File: config.mk
export PLATFORM = sky130hd
export DESIGN_NAME = opb_register_simulink2ppc
export DESIGN_NICKNAME = d
export VERILOG_FILES = /design/src/rtl/opb_s2p_pkg.sv /design/src/rtl/opb_s2p_capture.sv /design/src/rtl/opb_register_simulink2ppc.sv
export SDC_FILE = /design/constraint.sdc
export NUM_CORES = 1
export LEC_CHECK = 0
export BUFFER_PORTS_ARGS = -buffer_cell sky130_fd_sc_hd__buf_2
export CORE_MARGIN = 5
export CORE_UTILIZATION = 40
export CTS_CLUSTER_SIZE = 10
export DETAILED_ROUTE_END_ITERATION = 7
export PLACE_DENSITY = 0.64
export SETUP_SLACK_MARGIN = 0.4
export SYNTH_ARGS = -nofsm -noshare
export SYNTH_HDL_FRONTEND = slang
export SYNTH_HIERARCHICAL = 1
export SYNTH_SLANG_ARGS = --single-unit
File: constraint.sdc
create_clock -name OPB_Clk -period 2.32 [get_ports OPB_Clk]
set_clock_uncertainty 0.05 [all_clocks]
set_input_delay 0.58 -clock OPB_Clk [delete_from_list [all_inputs] [get_ports OPB_Clk]]
set_output_delay 0.58 -clock OPB_Clk [all_outputs]
set_load 0.01 [all_outputs]
File: src/rtl/opb_s2p_pkg.sv
// opb_s2p_pkg: shared word map, STATUS layout, ack FSM states and OPB bit-order helper
package opb_s2p_pkg;
   localparam logic [5:0] WORD_DATA   = 6'd0;
   localparam logic [5:0] WORD_STATUS = 6'd1;
   localparam int NEW_BIT = 31;
   localparam int CNT_LSB = 0;
   localparam int CNT_W   = 16;
   typedef enum logic {S_IDLE, S_ACK} ack_state_t;
   // OPB numbers bit 0 as MSB; integer bit n lives at bus bit 31-n
   function automatic logic [31:0] bus_to_int(input logic [0:31] b);
      logic [31:0] r;
      for (int n = 0; n < 32; n++) r[n] = b[31-n];
      return r;
   endfunction
endpackage

File: src/rtl/opb_s2p_capture.sv
// opb_s2p_capture: fabric word latch with sticky new flag and saturating overrun counter
//   clk, rst      : OPB clock, synchronous active-high reset
//   capture, din  : one-cycle strobe and word from fabric
//   rd_status_clr : STATUS read ack; clears new_flag unless a capture coincides
//   cnt_clr       : STATUS write ack; zeroes the counter, beating a coincident overrun
//   data, new_flag, cnt : register state for the read mux
module opb_s2p_capture
   import opb_s2p_pkg::*;
(
   input  logic             clk,
   input  logic             rst,
   input  logic             capture,
   input  logic [31:0]      din,
   input  logic             rd_status_clr,
   input  logic             cnt_clr,
   output logic [31:0]      data,
   output logic             new_flag,
   output logic [CNT_W-1:0] cnt
);
   always_ff @(posedge clk)
      if (rst) begin
         data     <= '0;
         new_flag <= 1'b0;
         cnt      <= '0;
      end else begin
         if (capture) data <= din;
         new_flag <= capture | (new_flag & ~rd_status_clr);
         cnt      <= cnt_clr ? '0 : (capture & new_flag & ~rd_status_clr & ~&cnt) ? cnt + 1'b1 : cnt;
      end
endmodule

File: src/rtl/opb_register_simulink2ppc.sv
// opb_register_simulink2ppc: OPB slave exposing a fabric-written word plus new flag / overrun count to the PPC
//   OPB_Clk, OPB_Rst        : only clock, synchronous active-high reset
//   OPB_ABus/BE/DBus/RNW/select/seqAddr : OPB master side (seqAddr and write data ignored)
//   Sl_DBus, Sl_xferAck     : registered read data (zero outside ack) and one-cycle ack
//   Sl_errAck/retry/toutSup : tied low
//   user_data_in/valid      : fabric word and capture strobe
module opb_register_simulink2ppc
   import opb_s2p_pkg::*;
#(
   parameter logic [31:0]  C_BASEADDR   = 32'h01003800,
   parameter logic [31:0]  C_HIGHADDR   = 32'h010038FF,
   parameter int           C_OPB_AWIDTH = 32,
   parameter int           C_OPB_DWIDTH = 32,
   parameter logic [127:0] C_FAMILY     = "virtex5"
)(
   input  logic                      OPB_Clk,
   input  logic                      OPB_Rst,
   input  logic [0:C_OPB_AWIDTH-1]   OPB_ABus,
   input  logic [0:C_OPB_DWIDTH/8-1] OPB_BE,
   input  logic [0:C_OPB_DWIDTH-1]   OPB_DBus,
   input  logic                      OPB_RNW,
   input  logic                      OPB_select,
   input  logic                      OPB_seqAddr,
   output logic [0:C_OPB_DWIDTH-1]   Sl_DBus,
   output logic                      Sl_xferAck,
   output logic                      Sl_errAck,
   output logic                      Sl_retry,
   output logic                      Sl_toutSup,
   input  logic [31:0]               user_data_in,
   input  logic                      user_data_valid
);
   ack_state_t state, state_nx;
   logic [31:0] addr, rd_word, status_word, data;
   logic [5:0] word, word_q;
   logic [CNT_W-1:0] cnt;
   logic hit, rnw_q, be_q, new_flag, rd_status_clr, cnt_clr, unused;
   assign unused     = ^{OPB_seqAddr, OPB_DBus, C_FAMILY};
   assign Sl_errAck  = 1'b0;
   assign Sl_retry   = 1'b0;
   assign Sl_toutSup = 1'b0;
   assign addr = bus_to_int(OPB_ABus);
   assign word = addr[7:2];
   assign hit  = OPB_select && addr >= C_BASEADDR && addr <= C_HIGHADDR;
   // a hit seen while already in ACK is ignored, so acks are at least two cycles apart
   always_comb begin
      status_word = '0;
      status_word[NEW_BIT] = new_flag;
      status_word[CNT_LSB +: CNT_W] = cnt;
      rd_word  = word == WORD_DATA ? data : word == WORD_STATUS ? status_word : '0;
      state_nx = state == S_IDLE && hit ? S_ACK : S_IDLE;
   end
   // transfer attributes are held so the ack-cycle side effects survive select dropping
   always_ff @(posedge OPB_Clk)
      if (OPB_Rst) begin
         state   <= S_IDLE;
         Sl_DBus <= '0;
         word_q  <= '0;
         rnw_q   <= 1'b0;
         be_q    <= 1'b0;
      end else begin
         state   <= state_nx;
         Sl_DBus <= state_nx == S_ACK && OPB_RNW ? rd_word : '0;
         if (state_nx == S_ACK) begin
            word_q <= word;
            rnw_q  <= OPB_RNW;
            be_q   <= |OPB_BE;
         end
      end
   assign Sl_xferAck    = state == S_ACK;
   assign rd_status_clr = Sl_xferAck && rnw_q && word_q == WORD_STATUS;
   assign cnt_clr       = Sl_xferAck && !rnw_q && be_q && word_q == WORD_STATUS;
   opb_s2p_capture u_capture (
      .clk           (OPB_Clk),
      .rst           (OPB_Rst),
      .capture       (user_data_valid),
      .din           (user_data_in),
      .rd_status_clr (rd_status_clr),
      .cnt_clr       (cnt_clr),
      .data          (data),
      .new_flag      (new_flag),
      .cnt           (cnt)
   );
endmodule

Word level (Yosys, flattened, before mapping) --
Index checks and enable logic that the tools add are counted.
Cells by class: add/sub/neg operators 1, magnitude comparators 2, equality and inequality tests 2, mux-type cells 3, bitwise logic cells 8, reduce and logical (&&, ||, !) cells 16
Operators with widths (count):
- 32-bit 2-to-1 mux | 2
- 32-bit by 25-bit >= comparator with 1-bit output, second input constant | 1
- 32-bit by 25-bit <= comparator with 1-bit output, second input constant | 1
- 16-bit by 1-bit adder with 16-bit output, second input constant | 1
- 16-bit AND reduction | 1
- 6-bit by 1-bit == test with 1-bit output, second input constant | 2
- 1-bit logical AND | 9
- 6-bit logical NOT | 1
- 1-bit AND | 4
- 2-bit OR reduction | 2
- 4-bit OR reduction | 1
- 1-bit NOT | 3
- 1-bit logical NOT | 2
- 1-bit 2-to-1 mux | 1
- 1-bit OR | 1
Word-level totals: register bits after elaboration 90, bits of input ports 106, word-level logic and storage cells 40

Depth between registers and ports, before layout --
Gate-level depths: netlist of run 1.
word-level depth 8, depth in mapped cells 8

Hierarchy --
The synthesis of run 1 kept the hierarchy.
By module, submodules not included:
- opb_s2p_capture | instances 1, cells an instance 206, area each 1988.2 um2, seq. area each 980.9 um2
- opb_register_simulink2ppc | instances 1, cells an instance 146, area each 1670.4 um2, seq. area each 820.8 um2

Worst setup path after synthesis of run 1 --
Ideal clock, no wire load.
path kind register to register, from register state, in the netlist Sl_xferAck, to register u_capture.cnt[10], arrival 1996 ps, required time 2200 ps, path slack 203 ps, cell stages (with the launch flop) 8, path buffers 0, period minus slack after synthesis 2117 ps, cell sequence dfxtp_1 > nand4bb_1 > nor4_1 > and2_1 > nand3b_2 > or4_4 > or4_1 > a21oi_1
Between the ends: word-level cells in the longest chain between the ends 5, elaborated cells between the ends (all ways) 9
Ends and longest elaborated chain:
- start: declaration | line opb_register_simulink2ppc.sv:32 | ack_state_t state, state_nx;
- start signal: assignment | line opb_register_simulink2ppc.sv:61 | state <= state_nx;
- 1-bit logical AND (2 in a row) | line opb_register_simulink2ppc.sv:70 | assign rd_status_clr = Sl_xferAck && rnw_q && word_q == WORD_STATUS;
- named net rd_status_clr | line opb_register_simulink2ppc.sv:36 | logic hit, rnw_q, be_q, new_flag, rd_status_clr, cnt_clr, unused;
- 1-bit NOT | line opb_s2p_capture.sv:28 | cnt <= cnt_clr ? '0 : (capture & new_flag & ~rd_status_clr & ~&cnt) ? cnt + 1'b1 : cnt;
- 1-bit AND (2 in a row) | line opb_s2p_capture.sv:28
- end signal: assignment | line opb_s2p_capture.sv:28
- end: declaration | line opb_s2p_capture.sv:18 | output logic [CNT_W-1:0] cnt
The timed path passes the listed nets, and every way through them passes these cells. A chain may end at the register's enable or synchronous reset.

Worst setup path in the final report of run 1 --
from register word_q[2], to register u_capture.cnt[14]
Between the ends: word-level cells in the longest chain between the ends 5, elaborated cells between the ends (all ways) 7
Ends and longest elaborated chain:
- start: declaration | line opb_register_simulink2ppc.sv:34 | logic [5:0] word, word_q;
- start signal: assignment | line opb_register_simulink2ppc.sv:64 | word_q <= word;
- 6-bit by 1-bit == test with 1-bit output | line opb_register_simulink2ppc.sv:70
- 1-bit logical AND | line opb_register_simulink2ppc.sv:70
- named net rd_status_clr | line opb_register_simulink2ppc.sv:36
- 1-bit NOT | line opb_s2p_capture.sv:28
- 1-bit AND (2 in a row) | line opb_s2p_capture.sv:28
The timed path passes the listed nets, and every way through them passes these cells.

==> impl_results.rst, run 1 <==
.. list-table::
   :header-rows: 1

   * - Metric
     - Value
   * - Switching share of total power
     - 0.222
   * - Final net count
     - 571
   * - Global-route wire length before repair
     - 13.2 mm
   * - Syn avg cell area
     - 10.4 µm²
   * - R2r setup slk
     - 0.22 ns
   * - Layout cell share with drive strength beyond 1
     - 0.368
   * - Diodes inserted
     - 0
   * - Register bit total from synthesis
     - 90
   * - Hold_sp
     - user_data_in[14]
   * - Number of standard-cell rows in the floorplan
     - 34
   * - Unrepaired setup endpoints after global routing
     - true
   * - CP Cell Sequence
     - nand4bb_1 -> nor4_2 -> and2_4 -> nand3b_4 -> or4_4 -> buf_6 -> o311ai_4 -> o41ai_2
   * - Clock transition time at the flip-flop clock pins of the worst setup and hold paths
     - 0.09 ns
   * - Die width
     - 106 µm
   * - Crit. End Element
     - flip-flop
   * - Area share of the largest cell type after synthesis
     - 0.492
   * - Cell-internal power
     - 2.29 mW
   * - Die ar.
     - 11200 µm²
   * - Number of buffers inserted by port buffering
     - 103
   * - Critical register-to-register path endpoint
     - u_capture/cnt[14]
   * - Hold Path End
     - u_capture/data[14]
   * - Initial DRC count
     - 99
   * - Overall die height
     - 106 µm
   * - Net switching power
     - 653 µW
   * - Via Count
     - 2914
   * - Final std cell area, no fill
     - 4630 µm²
   * - Largest stage delay, worst path
     - 0.51 ns
   * - Leading cell types in the layout, fill and taps excluded
     - sky130_fd_sc_hd__buf_2 (103), sky130_fd_sc_hd__dfxtp_1 (86), sky130_fd_sc_hd__mux2i_1 (57), sky130_fd_sc_hd__nor2_1 (44), sky130_fd_sc_hd__and2_1 (16)
   * - Type of the worst min-delay path
     - primary input to flip-flop
   * - Clock Path Buffers
     - 2
   * - Drt total wl
     - 7.93 mm
   * - Cell variety after synth
     - 46
   * - Leakage
     - 1.98 nW
   * - Nature of the critical path startpoint
     - flip-flop
   * - Placer Congestion
     - 0.827
   * - Fraction of registers with async set/reset
     - 0
   * - Total CTS buffers
     - 9
   * - Total routing usage reported by global routing
     - 0.144
   * - H-tree depth reported by CTS
     - 3
   * - Total power consumption of the routed design
     - 2.94 mW
   * - Clock tree from TritonCTS
     - yes
   * - Seq/Total Area, Yosys
     - 0.492
   * - Top flip-flop cell by instance count after synthesis
     - sky130_fd_sc_hd__dfxtp_1
   * - Count of warnings emitted by yosys
     - 6
   * - # IOs
     - 142
   * - Result of the run
     - complete, no violations
   * - Post-place instance area
     - 4290 µm²
   * - Portion of total power attributed to sequential cells
     - 0.543
   * - Effective utilization at floorplan
     - 0.415
   * - Maximum clock frequency
     - 0.477 GHz
   * - CP delay by family, top
     - simple AND/OR/NAND/NOR gates
   * - Number of antenna violations at the first check in global routing
     - 0
   * - Buffer and inverter count on the worst path
     - 1
   * - Area overhead of the layout relative to synthesis
     - 26.5%
   * - Highest net fanout along the worst path
     - 3
   * - Max-capacitance violation count
     - 0
   * - Cell with the biggest individual delay on the critical path
     - sky130_fd_sc_hd__or4_4
   * - Synthesized netlist cell count
     - 352
   * - Final setup violation count
     - 0
   * - First-pass DRT Iterations
     - 4
   * - Critical Path RT
     - 2.49 ns
   * - Cell types with the largest area share after synthesis
     - sky130_fd_sc_hd__dfxtp_1 (49%), sky130_fd_sc_hd__mux2i_1 (16%), sky130_fd_sc_hd__nor2_1 (4.5%)
   * - Time the worst path needs with I/O delays and setup
     - 2.10 ns
   * - Number of routed nets with antenna violations
     - 0
   * - Clock insertion delay at the later pin of the skew report
     - 0.35 ns
   * - Placeable core area
     - 8810 µm²
   * - Combined area of all synthesized cells
     - 3660 µm²
   * - Worst R2R Start
     - word_q[2]
   * - Via count of the first global-routing pass
     - 2859
   * - Worst endpoint data arrival time
     - 2.27 ns
   * - Total Negative Setup Slacks
     - 0 ns
   * - Power per unit of standard cell area
     - 636 nW/µm²
   * - Cell at the root of the clock tree
     - sky130_fd_sc_hd__clkbuf_8
   * - Number of synthesized flops with an enable pin
     - 0
   * - Worst VDD drop
     - 0.000328 V
   * - Pin count of the biggest net entering global routing
     - 35
   * - Class of the most critical setup path
     - flip-flop to flip-flop
   * - Routed via count divided by cell count
     - 5.06
   * - Combinational share of power
     - 0.070
   * - Hold-fix buffers, CTS
     - 0
   * - Min-Delay Path Depth
     - 3
   * - Fin. Hold Viols
     - 0
   * - Library cell with the largest summed area after synthesis
     - sky130_fd_sc_hd__dfxtp_1
   * - Final cycle utilization of the critical path
     - 0.904
   * - Transition at the pin with the smallest max-transition slack
     - 0.555 ns
   * - Clock tree sinks
     - 90
   * - Routed length per instance
     - 13.8 µm
   * - Slew margin rel.
     - 0.630
   * - Final-report max-slew violation count
     - 0
   * - Aggregate global routing overflow
     - 0
   * - Most common library cell in the layout ignoring fill and taps
     - sky130_fd_sc_hd__buf_2
   * - Cells on worst reg2reg path
     - 8
   * - Detailed placement HPWL
     - 5.61 mm
   * - Part of the total power dissipated in the clock network
     - 0.387
   * - Remaining routing DRC violations
     - 0
## final cells by class
cell class | instances | area, µm²
Sequential cell | 90 | 1810
Multi-Input combinational cell | 240 | 1810
Inverter | 3 | 11.3
Clock buffer | 9 | 124
Fill cell | 826 | 4180
Clock inverter | 6 | 90.1
Tap cell | 108 | 135
Timing Repair Buffer | 120 | 651
## per-stage QoR
stage | hold slack (ns) | instances | setup slack, ns | utilization
floorplan | 0.379 | 354 | 0.297 | -
global placement | 0.384 | 554 | 0.166 | 0.487
detailed placement | 0.390 | 554 | 0.113 | 0.487
CTS | 0.389 | 573 | 0.257 | 0.517
global route | 0.391 | 576 | 0.177 | 0.525
finish | 0.406 | 576 | 0.223 | 0.525
## cell usage after synthesis (2+ instances only)
cell type / n
sky130_fd_sc_hd__a21oi_1: 14
sky130_fd_sc_hd__a31oi_1: 2
sky130_fd_sc_hd__and2_1: 17
sky130_fd_sc_hd__and3b_1: 2
sky130_fd_sc_hd__and4_1: 2
sky130_fd_sc_hd__buf_1: 3
sky130_fd_sc_hd__buf_4: 4
sky130_fd_sc_hd__clkbuf_1: 10
sky130_fd_sc_hd__dfxtp_1: 90
sky130_fd_sc_hd__inv_1: 3
sky130_fd_sc_hd__mux2i_1: 57
sky130_fd_sc_hd__nand2_1: 7
sky130_fd_sc_hd__nand2b_1: 14
sky130_fd_sc_hd__nand3_1: 6
sky130_fd_sc_hd__nand4_1: 5
sky130_fd_sc_hd__nor2_1: 44
sky130_fd_sc_hd__nor2_4: 10
sky130_fd_sc_hd__nor3_1: 2
sky130_fd_sc_hd__nor4_1: 6
sky130_fd_sc_hd__nor4_2: 3
sky130_fd_sc_hd__nor4bb_1: 2
sky130_fd_sc_hd__o21ai_0: 5
sky130_fd_sc_hd__o31ai_1: 9
sky130_fd_sc_hd__o41ai_1: 3
sky130_fd_sc_hd__or3_1: 2
sky130_fd_sc_hd__or4_1: 9
sky130_fd_sc_hd__or4_4: 2
## metal layers
layer,up-vias,GRT usage,wire (µm)
li1,1466,-,-
met5,-,0,0
met1,1320,0.176,3480
met4,0,0.0453,123
met3,12,0.0477,610
met2,116,0.241,3710
## tightest hold or removal path: stages
cell and delay [ns]:
sky130_fd_sc_hd__buf_2 0.07, sky130_fd_sc_hd__mux2i_1 0.05, sky130_fd_sc_hd__nor2_1 0.07
## power by group through the flow
stage	Clock (mW)	Sequential [mW]	Combinational, mW
final	1.14	1.60	0.205
after global routing	1.25	1.60	0.230
after CTS	1.17	1.60	0.206
after detailed placement	0	1.63	0.204
after global placement	0	1.63	0.200
after floorplan	0	1.63	0.127
## cell families (layout without fill, tap and decap cells)
family / Yosys count / count (layout) / synth area share
simple gates: 143 / 143 / 0.249
fa+ha+maj: 1 / 1 / 0.00342
buf+inv: 24 / 138 / 0.0359
flops: 90 / 90 / 0.492
mux: 57 / 57 / 0.156
other cells: 1 / 3 / 0.00103
compound gates: 36 / 36 / 0.0619
## repair_timing
item                                    CTS  global route
endpoints found under the setup margin    9            10
buffers inserted                          4             3
resized for setup                         5            12
pin swaps                                 9             7
## sequential cells by signal, summed over array words and instances (netlist names)
| register | flops |
|---|---|
| Sl_DBus | 32 |
| u_capture/data | 32 |
| u_capture/cnt | 16 |
| word_q | 6 |
| Sl_xferAck | 1 |
| be_q | 1 |
| rnw_q | 1 |
| u_capture/new_flag | 1 |
## how the worst max path moves through the flow
stage | from | end | slack, ns | cells after the start
3_5_place_dp | OPB_ABus[23] | Sl_DBus[28] | 0.11 | 5
3_3_place_gp | OPB_ABus[26] | Sl_DBus[26] | 0.17 | 5
6_report | word_q[2] | u_capture/cnt[14] | 0.22 | 8
5_1_grt | word_q[2] | u_capture/cnt[14] | 0.18 | 8
2_1_floorplan | OPB_ABus[23] | Sl_DBus[16] | 0.30 | 6
4_1_cts | word_q[2] | u_capture/cnt[10] | 0.26 | 7
Power figures use the tool's default switching activity.
==> run 2: changes to the inputs <==
==> constraint.sdc (replaced) <==
create_clock -name OPB_Clk -period 2.32 [get_ports OPB_Clk]
set_clock_uncertainty 0.05 [all_clocks]
set_input_delay 0.232 -clock OPB_Clk [delete_from_list [all_inputs] [get_ports OPB_Clk]]
set_output_delay 0.232 -clock OPB_Clk [all_outputs]
set_load 0.01 [all_outputs]
==> impl_results.rst, run 2 (synthesis results as in run 1) <==
.. list-table::
   :header-rows: 1

   * - Metric
     - Value
   * - Clock insertion delay at the later pin of the skew report
     - 0.35 ns (about the same)
   * - Cell-internal power
     - 2.10 mW (was 2.29 mW)
   * - Final net count
     - 571 (unchanged)
   * - Highest net fanout along the worst path
     - 6 (was 3)
   * - Class of the most critical setup path
     - flip-flop to flip-flop (unchanged)
   * - Max-capacitance violation count
     - 0 (unchanged)
   * - Power per unit of standard cell area
     - 606 nW/µm² (was 636 nW/µm²)
   * - # IOs
     - 142 (unchanged)
   * - Most common library cell in the layout ignoring fill and taps
     - sky130_fd_sc_hd__buf_2 (unchanged)
   * - Switching share of total power
     - 0.257 (was 0.222)
   * - Critical Path RT
     - 2.50 ns (was 2.49 ns)
   * - Clock Path Buffers
     - 2 (unchanged)
   * - Placer Congestion
     - 0.777 (was 0.827)
   * - Remaining routing DRC violations
     - 0 (unchanged)
   * - Placeable core area
     - 8810 µm² (unchanged)
   * - H-tree depth reported by CTS
     - 3 (unchanged)
   * - Minimum setup slack in the final design
     - 0.314 ns (was 0.223 ns)
   * - Routed length per instance
     - 14.6 µm (was 13.8 µm)
   * - Cell at the root of the clock tree
     - sky130_fd_sc_hd__clkbuf_8 (unchanged)
   * - Hold-fix buffers, CTS
     - 0 (unchanged)
   * - Unrepaired setup endpoints after global routing
     - true (unchanged)
   * - Result of the run
     - complete, no violations (unchanged)
   * - Slew margin rel.
     - 0.659 (was 0.630)
   * - Leading cell types in the layout, fill and taps excluded
     - sky130_fd_sc_hd__buf_2 (103), sky130_fd_sc_hd__dfxtp_1 (85), sky130_fd_sc_hd__mux2i_1 (57), sky130_fd_sc_hd__nor2_1 (44), sky130_fd_sc_hd__and2_1 (16) (was sky130_fd_sc_hd__buf_2 (103), sky130_fd_sc_hd__dfxtp_1 (86), sky130_fd_sc_hd__mux2i_1 (57), sky130_fd_sc_hd__nor2_1 (44), sky130_fd_sc_hd__and2_1 (16))
   * - First-pass DRT Iterations
     - 4 (unchanged)
   * - Total routing usage reported by global routing
     - 0.150 (was 0.144)
   * - Aggregate global routing overflow
     - 0 (unchanged)
   * - Clock tree from TritonCTS
     - yes (unchanged)
   * - Transition at the pin with the smallest max-transition slack
     - 0.511 ns (was 0.555 ns)
   * - Number of routed nets with antenna violations
     - 0 (unchanged)
   * - Die ar.
     - 11200 µm² (unchanged)
   * - Portion of total power attributed to sequential cells
     - 0.564 (was 0.543)
   * - Number of antenna violations at the first check in global routing
     - 0 (unchanged)
   * - Crit. End Element
     - flip-flop (unchanged)
   * - Detailed placement HPWL
     - 5.96 mm (was 5.61 mm)
   * - Post-layout utilization of the core
     - 0.531 (was 0.525)
   * - Worst endpoint data arrival time
     - 2.18 ns (was 2.27 ns)
   * - Leakage
     - 1.99 nW (was 1.98 nW)
   * - Layout cell share with drive strength beyond 1
     - 0.377 (was 0.368)
   * - Clock transition time at the flip-flop clock pins of the worst setup and hold paths
     - 0.10 ns (was 0.09 ns)
   * - Initial DRC count
     - 103 (was 99)
   * - Number of buffers inserted by port buffering
     - 103 (unchanged)
   * - Post-route insts no fill
     - 577 (was 576)
   * - Nature of the critical path startpoint
     - flip-flop (unchanged)
   * - Routed via count divided by cell count
     - 5.11 (was 5.06)
   * - Time the worst path needs with I/O delays and setup
     - 2.01 ns (was 2.10 ns)
   * - Via count of the first global-routing pass
     - 2967 (was 2859)
   * - Maximum clock frequency
     - 0.498 GHz (was 0.477 GHz)
   * - Final std cell area, no fill
     - 4670 µm² (was 4630 µm²)
   * - Via Count
     - 2947 (was 2914)
   * - Final setup violation count
     - 0 (unchanged)
   * - Total CTS buffers
     - 9 (unchanged)
   * - Pin count of the biggest net entering global routing
     - 34 (was 35)
   * - Number of instances in the placed design
     - 552 (was 554)
   * - Effective utilization at floorplan
     - 0.415 (unchanged)
   * - Die width
     - 106 µm (unchanged)
   * - Clock tree sinks
     - 90 (unchanged)
   * - Final-report max-slew violation count
     - 0 (unchanged)
   * - Post-place instance area
     - 4270 µm² (was 4290 µm²)
   * - Overall die height
     - 106 µm (unchanged)
   * - Fin. Hold Viols
     - 0 (unchanged)
   * - Diodes inserted
     - 0 (unchanged)
   * - Part of the total power dissipated in the clock network
     - 0.363 (was 0.387)
   * - Final-layout worst hold slack
     - 0.0603 ns (was 0.406 ns)
   * - Worst Setup Slack post-DPL
     - 0.175 ns (was 0.113 ns)
   * - Total power consumption of the routed design
     - 2.83 mW (was 2.94 mW)
   * - Number of standard-cell rows in the floorplan
     - 34 (unchanged)
   * - Total Negative Setup Slacks
     - 0 ns (unchanged)
   * - Worst VDD drop
     - 0.000386 V (was 0.000328 V)
   * - Final cycle utilization of the critical path
     - 0.865 (was 0.904)
   * - Global-route wire length before repair
     - 13.8 mm (was 13.2 mm)
   * - Drt total wl
     - 8.40 mm (was 7.93 mm)
   * - Net switching power
     - 729 µW (was 653 µW)
   * - Combinational share of power
     - 0.073 (was 0.070)
   * - Type of the worst min-delay path
     - primary input to flip-flop (unchanged)
   * - Largest registers
     - Sl_DBus x32, u_capture/data x32, u_capture/cnt x16 (unchanged)
   * - Area overhead of the layout relative to synthesis
     - 27.7% (was 26.5%)
## run 2: changes by cell type in the layout (fill, tap and decap cells not counted), moves of 2 or more
cell                        previous run  this run
sky130_fd_sc_hd__buf_4                15        13
sky130_fd_sc_hd__inv_8                 0         2
sky130_fd_sc_hd__dfxtp_4               0         2
sky130_fd_sc_hd__bufinv_16             2         0
## run 2: final timing paths
| check | startpoint | endpoint | slack [ns] | cells after the start |
|---|---|---|---|---|
| setup / recovery | u_capture/cnt[0] | u_capture/cnt[14] | 0.31 | 6 |
| setup reg to reg | u_capture/cnt[0] | u_capture/cnt[14] | 0.31 | 6 |
| hold reg to reg | u_capture/data[19] | Sl_DBus[12] | 0.40 | 1 |
| hold / removal | user_data_in[10] | u_capture/data[10] | 0.06 | 3 |
## run 2: per-layer routing
metal | track usage | vias up | wire length [µm]
met5 | 0 | - | 0
li1 | - | 1475 | -
met1 | 0.189 | 1382 | 3720
met3 | 0.0373 | 11 | 457
met2 | 0.246 | 79 | 4120
met4 | 0.0611 | 0 | 112
## run 2: what timing repair did
action | CTS | global route
endpoints found under the hold margin | 0 | 0
endpoints found under the setup margin | 9 | 26
pin swaps | 9 | 6
setup buffers | 6 | 3
resized for setup | 10 | 16
## run 2: power groups by stage
stage	clock (mW)	sequential (mW)	combinational [mW]
2_1_floorplan	0	1.63	0.127
3_3_place_gp	0	1.63	0.200
3_5_place_dp	0	1.63	0.205
4_1_cts	1.06	1.60	0.206
5_1_grt	1.14	1.60	0.229
6_report	1.03	1.60	0.206
## run 2: cell type report
class                   count  area (µm²)
flip-flops and latches     90        1810
well taps                 108         135
repair buffers            120         667
inverters                   3        11.3
fillers                   834        4130
multi-input cells         240        1850
clock buffers               9         124
clock inverters             7        72.6
## run 2: worst max-delay path, cell delays in order (launching register included)
cell and delay [ns]:
sky130_fd_sc_hd__dfxtp_4 0.38, sky130_fd_sc_hd__ha_2 0.24, sky130_fd_sc_hd__nand3_4 0.12, sky130_fd_sc_hd__or4_4 0.53
sky130_fd_sc_hd__buf_4 0.17, sky130_fd_sc_hd__o311ai_4 0.28, sky130_fd_sc_hd__o41ai_2 0.11
==> run 3: changes to the inputs <==
Settings changed: ABC_AREA set to 1, BUFFER_PORTS_ARGS -buffer_cell sky130_fd_sc_hd__buf_2 to unset, DONT_BUFFER_PORTS set to 1, PLACE_DENSITY 0.64 to 0.5.
==> impl_results.rst, run 3 <==
.. list-table::
   :header-rows: 1

   * - Metric
     - Value
   * - Cells on worst reg2reg path
     - 9 (was 6)
   * - Highest net fanout along the worst path
     - 15 (was 6)
   * - Clock tree from TritonCTS
     - yes (unchanged)
   * - Aggregate global routing overflow
     - 0 (unchanged)
   * - Cell variety after synth
     - 32 (was 46)
   * - Routed via count divided by cell count
     - 4.67 (was 5.11)
   * - Diodes inserted
     - 0 (unchanged)
   * - Cell at the root of the clock tree
     - sky130_fd_sc_hd__clkbuf_8 (unchanged)
   * - Synthesized netlist cell count
     - 502 (was 352)
   * - Switching share of total power
     - 0.250 (was 0.257)
   * - Effective utilization at floorplan
     - 0.407 (was 0.415)
   * - Syn avg cell area
     - 7.46 µm² (was 10.4 µm²)
   * - Register bit total from synthesis
     - 90 (unchanged)
   * - Class of the most critical setup path
     - flip-flop to flip-flop (unchanged)
   * - Overall die height
     - 107 µm (was 106 µm)
   * - Combinational share of power
     - 0.088 (was 0.073)
   * - Nature of the critical path startpoint
     - flip-flop (unchanged)
   * - Placeable core area
     - 9200 µm² (was 8810 µm²)
   * - Drt total wl
     - 9.32 mm (was 8.40 mm)
   * - Net switching power
     - 747 µW (was 729 µW)
   * - Seq/Total Area, Yosys
     - 0.481 (was 0.492)
   * - Detailed placement HPWL
     - 5.94 mm (was 5.96 mm)
   * - Final cycle utilization of the critical path
     - 0.750 (was 0.865)
   * - Library cell with the largest summed area after synthesis
     - sky130_fd_sc_hd__dfxtp_1 (unchanged)
   * - Leakage
     - 2.09 nW (was 1.99 nW)
   * - Pin count of the biggest net entering global routing
     - 35 (was 34)
   * - Number of antenna violations at the first check in global routing
     - 0 (unchanged)
   * - Layout cell share with drive strength beyond 1
     - 0.107 (was 0.377)
   * - Result of the run
     - complete, no violations (unchanged)
   * - Clock transition time at the flip-flop clock pins of the worst setup and hold paths
     - 0.09 ns (was 0.10 ns)
   * - Worst endpoint data arrival time
     - 1.97 ns (was 2.18 ns)
   * - Leading cell types in the layout, fill and taps excluded
     - sky130_fd_sc_hd__nor2_1 (119), sky130_fd_sc_hd__dfxtp_1 (90), sky130_fd_sc_hd__nand2_1 (72), sky130_fd_sc_hd__dlygate4sd3_1 (69), sky130_fd_sc_hd__inv_1 (54) (was sky130_fd_sc_hd__buf_2 (103), sky130_fd_sc_hd__dfxtp_1 (85), sky130_fd_sc_hd__mux2i_1 (57), sky130_fd_sc_hd__nor2_1 (44), sky130_fd_sc_hd__and2_1 (16))
   * - Clock tree sinks
     - 90 (unchanged)
   * - Min-Delay Path Depth
     - 2 (was 3)
   * - Most frequent cell after synthesis
     - sky130_fd_sc_hd__nor2_1 (was sky130_fd_sc_hd__dfxtp_1)
   * - Die ar.
     - 11400 µm² (was 11200 µm²)
   * - Final-report max-slew violation count
     - 0 (unchanged)
   * - Crit. End Element
     - flip-flop (unchanged)
   * - Initial DRC count
     - 109 (was 103)
   * - Filler Cells Inserted
     - 919 (was 834)
   * - Transition at the pin with the smallest max-transition slack
     - 0.818 ns (was 0.511 ns)
   * - Via count of the first global-routing pass
     - 2994 (was 2967)
   * - Part of the total power dissipated in the clock network
     - 0.364 (was 0.363)
   * - Worst VDD drop
     - 0.000268 V (was 0.000386 V)
   * - Number of routed nets with antenna violations
     - 0 (unchanged)
   * - Time the worst path needs with I/O delays and setup
     - 1.74 ns (was 2.01 ns)
   * - Critical Path RT
     - 2.55 ns (was 2.50 ns)
   * - Remaining routing DRC violations
     - 0 (unchanged)
   * - Top flip-flop cell by instance count after synthesis
     - sky130_fd_sc_hd__dfxtp_1 (unchanged)
   * - Total CTS buffers
     - 9 (unchanged)
   * - Number of buffers inserted by port buffering
     - 0 (was 103)
   * - Portion of total power attributed to sequential cells
     - 0.548 (was 0.564)
   * - Number of instances in the placed design
     - 602 (was 552)
   * - # IOs
     - 142 (unchanged)
   * - Area share of the largest cell type after synthesis
     - 0.481 (was 0.492)
   * - Cell-internal power
     - 2.24 mW (was 2.10 mW)
   * - Placer Congestion
     - 0.775 (was 0.777)
   * - Clock Path Buffers
     - 2 (unchanged)
   * - Maximum clock frequency
     - 0.575 GHz (was 0.498 GHz)
   * - Number of synthesized flops with an enable pin
     - 0 (unchanged)
   * - Fraction of registers with async set/reset
     - 0 (unchanged)
   * - Final setup violation count
     - 0 (unchanged)
   * - Most common library cell in the layout ignoring fill and taps
     - sky130_fd_sc_hd__nor2_1 (was sky130_fd_sc_hd__buf_2)
   * - Slew margin rel.
     - 0.454 (was 0.659)
   * - Die width
     - 107 µm (was 106 µm)
   * - Final net count
     - 682 (was 571)
   * - Post-layout utilization of the core
     - 0.519 (was 0.531)
   * - Unrepaired setup endpoints after global routing
     - false (was true)
   * - Total routing usage reported by global routing
     - 0.161 (was 0.150)
   * - Power per unit of standard cell area
     - 627 nW/µm² (was 606 nW/µm²)
   * - Count of warnings emitted by yosys
     - 6 (unchanged)
   * - Clock insertion delay at the later pin of the skew report
     - 0.35 ns (about the same)
   * - Cell types with the largest area share after synthesis
     - sky130_fd_sc_hd__dfxtp_1 (48%), sky130_fd_sc_hd__nor2_1 (12%), sky130_fd_sc_hd__nand2_1 (7.2%) (was sky130_fd_sc_hd__dfxtp_1 (49%), sky130_fd_sc_hd__mux2i_1 (16%), sky130_fd_sc_hd__nor2_1 (4.5%))
   * - H-tree depth reported by CTS
     - 3 (unchanged)
   * - Post-route insts no fill
     - 691 (was 577)
   * - Area overhead of the layout relative to synthesis
     - 27.4% (was 27.7%)
   * - Most instantiated cells after synthesis
     - sky130_fd_sc_hd__nor2_1 (119), sky130_fd_sc_hd__dfxtp_1 (90), sky130_fd_sc_hd__nand2_1 (72) (was sky130_fd_sc_hd__dfxtp_1 (90), sky130_fd_sc_hd__mux2i_1 (57), sky130_fd_sc_hd__nor2_1 (44))
   * - Final-layout worst hold slack
     - 0.0158 ns (was 0.0603 ns)
   * - Largest registers
     - Sl_DBus x32, u_capture/data x32, u_capture/cnt x16 (unchanged)
   * - Global-route wire length before repair
     - 14.9 mm (was 13.8 mm)
   * - Type of the worst min-delay path
     - primary input to flip-flop (unchanged)
   * - Number of standard-cell rows in the floorplan
     - 35 (was 34)
   * - Routed length per instance
     - 13.5 µm (was 14.6 µm)
   * - Count of instances resized after the clock tree is built
     - 0 (was 10)
   * - Fin. Hold Viols
     - 0 (unchanged)
   * - First-pass DRT Iterations
     - 4 (unchanged)
   * - Via Count
     - 3224 (was 2947)
   * - Total Negative Setup Slacks
     - 0 ns (unchanged)
   * - Max-capacitance violation count
     - 0 (unchanged)
   * - Combined area of all synthesized cells
     - 3740 µm² (was 3660 µm²)
[run 3: area by class of cell]
cell class / count / area [µm²] / share of cell area
multi-input combinational: 339 / 1620 / 0.341
tap: 111 / 139 / 0.0291
sequential: 90 / 1800 / 0.378
inverter: 55 / 206 / 0.0433
clock inverter: 7 / 75.1 / 0.0157
clock buffer: 9 / 124 / 0.0260
timing repair buffer: 80 / 798 / 0.167
[run 3: per-layer routing]
| layer | part of all wire | global-route usage | vias to the layer above |
|---|---|---|---|
| met3 | 0.043 | 0.0379 | 6 |
| met5 | 0 | 0 | - |
| met1 | 0.47 | 0.217 | 1457 |
| met4 | 0.0059 | 0.0356 | 0 |
| met2 | 0.48 | 0.264 | 63 |
| li1 | - | - | 1698 |
[run 3: worst max-delay path, cell delays in order, from the launching register on]
cell                      delay [ns]
sky130_fd_sc_hd__dfxtp_1        0.37
sky130_fd_sc_hd__inv_1          0.10
sky130_fd_sc_hd__nand2_1        0.05
sky130_fd_sc_hd__nor2_1         0.09
sky130_fd_sc_hd__nand2_1        0.07
sky130_fd_sc_hd__nor2_2         0.17
sky130_fd_sc_hd__nand3_4        0.20
sky130_fd_sc_hd__nor2_8         0.23
sky130_fd_sc_hd__nand2_4        0.17
sky130_fd_sc_hd__nor2_2         0.15
[run 3: worst paths after layout]
path	to	slack (ns)	start
setup / recovery	Sl_DBus[5]	0.58	Sl_xferAck
hold / removal	word_q[5]	0.02	OPB_ABus[24]
setup reg to reg	Sl_DBus[5]	0.58	Sl_xferAck
hold reg to reg	Sl_DBus[15]	0.38	u_capture/data[16]
[run 3: power by group through the flow]
stage	clock (mW)	combinational [mW]	sequential [mW]
final	1.09	0.264	1.64
after floorplan	0	0.142	1.66
after global routing	1.19	0.299	1.64
after detailed placement	0	0.159	1.67
after CTS	1.13	0.262	1.64
after global placement	0	0.155	1.67
[run 3: kinds of logic (layout without fill, tap and decap cells)]
group,count (synthesis),in the layout,share of synthesized area
AND/OR/NAND/NOR,272,273,0.334
other,1,3,0.00100
buffers and inverters,76,151,0.0899
AO/OA/AOI/OAI,55,55,0.0745
XOR/XNOR,7,7,0.0164
flip-flops,90,90,0.481
adder cells (fa/ha/maj),1,1,0.00334
[run 3: stage by stage]
stage	area, µm²	setup WS (ns)	power [mW]
after floorplan	3750	0.848	1.80
after global placement	3820	0.495	1.83
after detailed placement	3820	0.472	1.83
after CTS	4710	0.436	3.03
after global routing	4770	0.408	3.13
final	4770	0.581	2.99
[run 3: timing repair]
| action | CTS | global route |
|---|---|---|
| endpoints found under the setup margin | 0 | 30 |
| endpoints found under the hold margin | 39 | 0 |
| setup buffers | 0 | 3 |
| hold buffers | 69 | 0 |
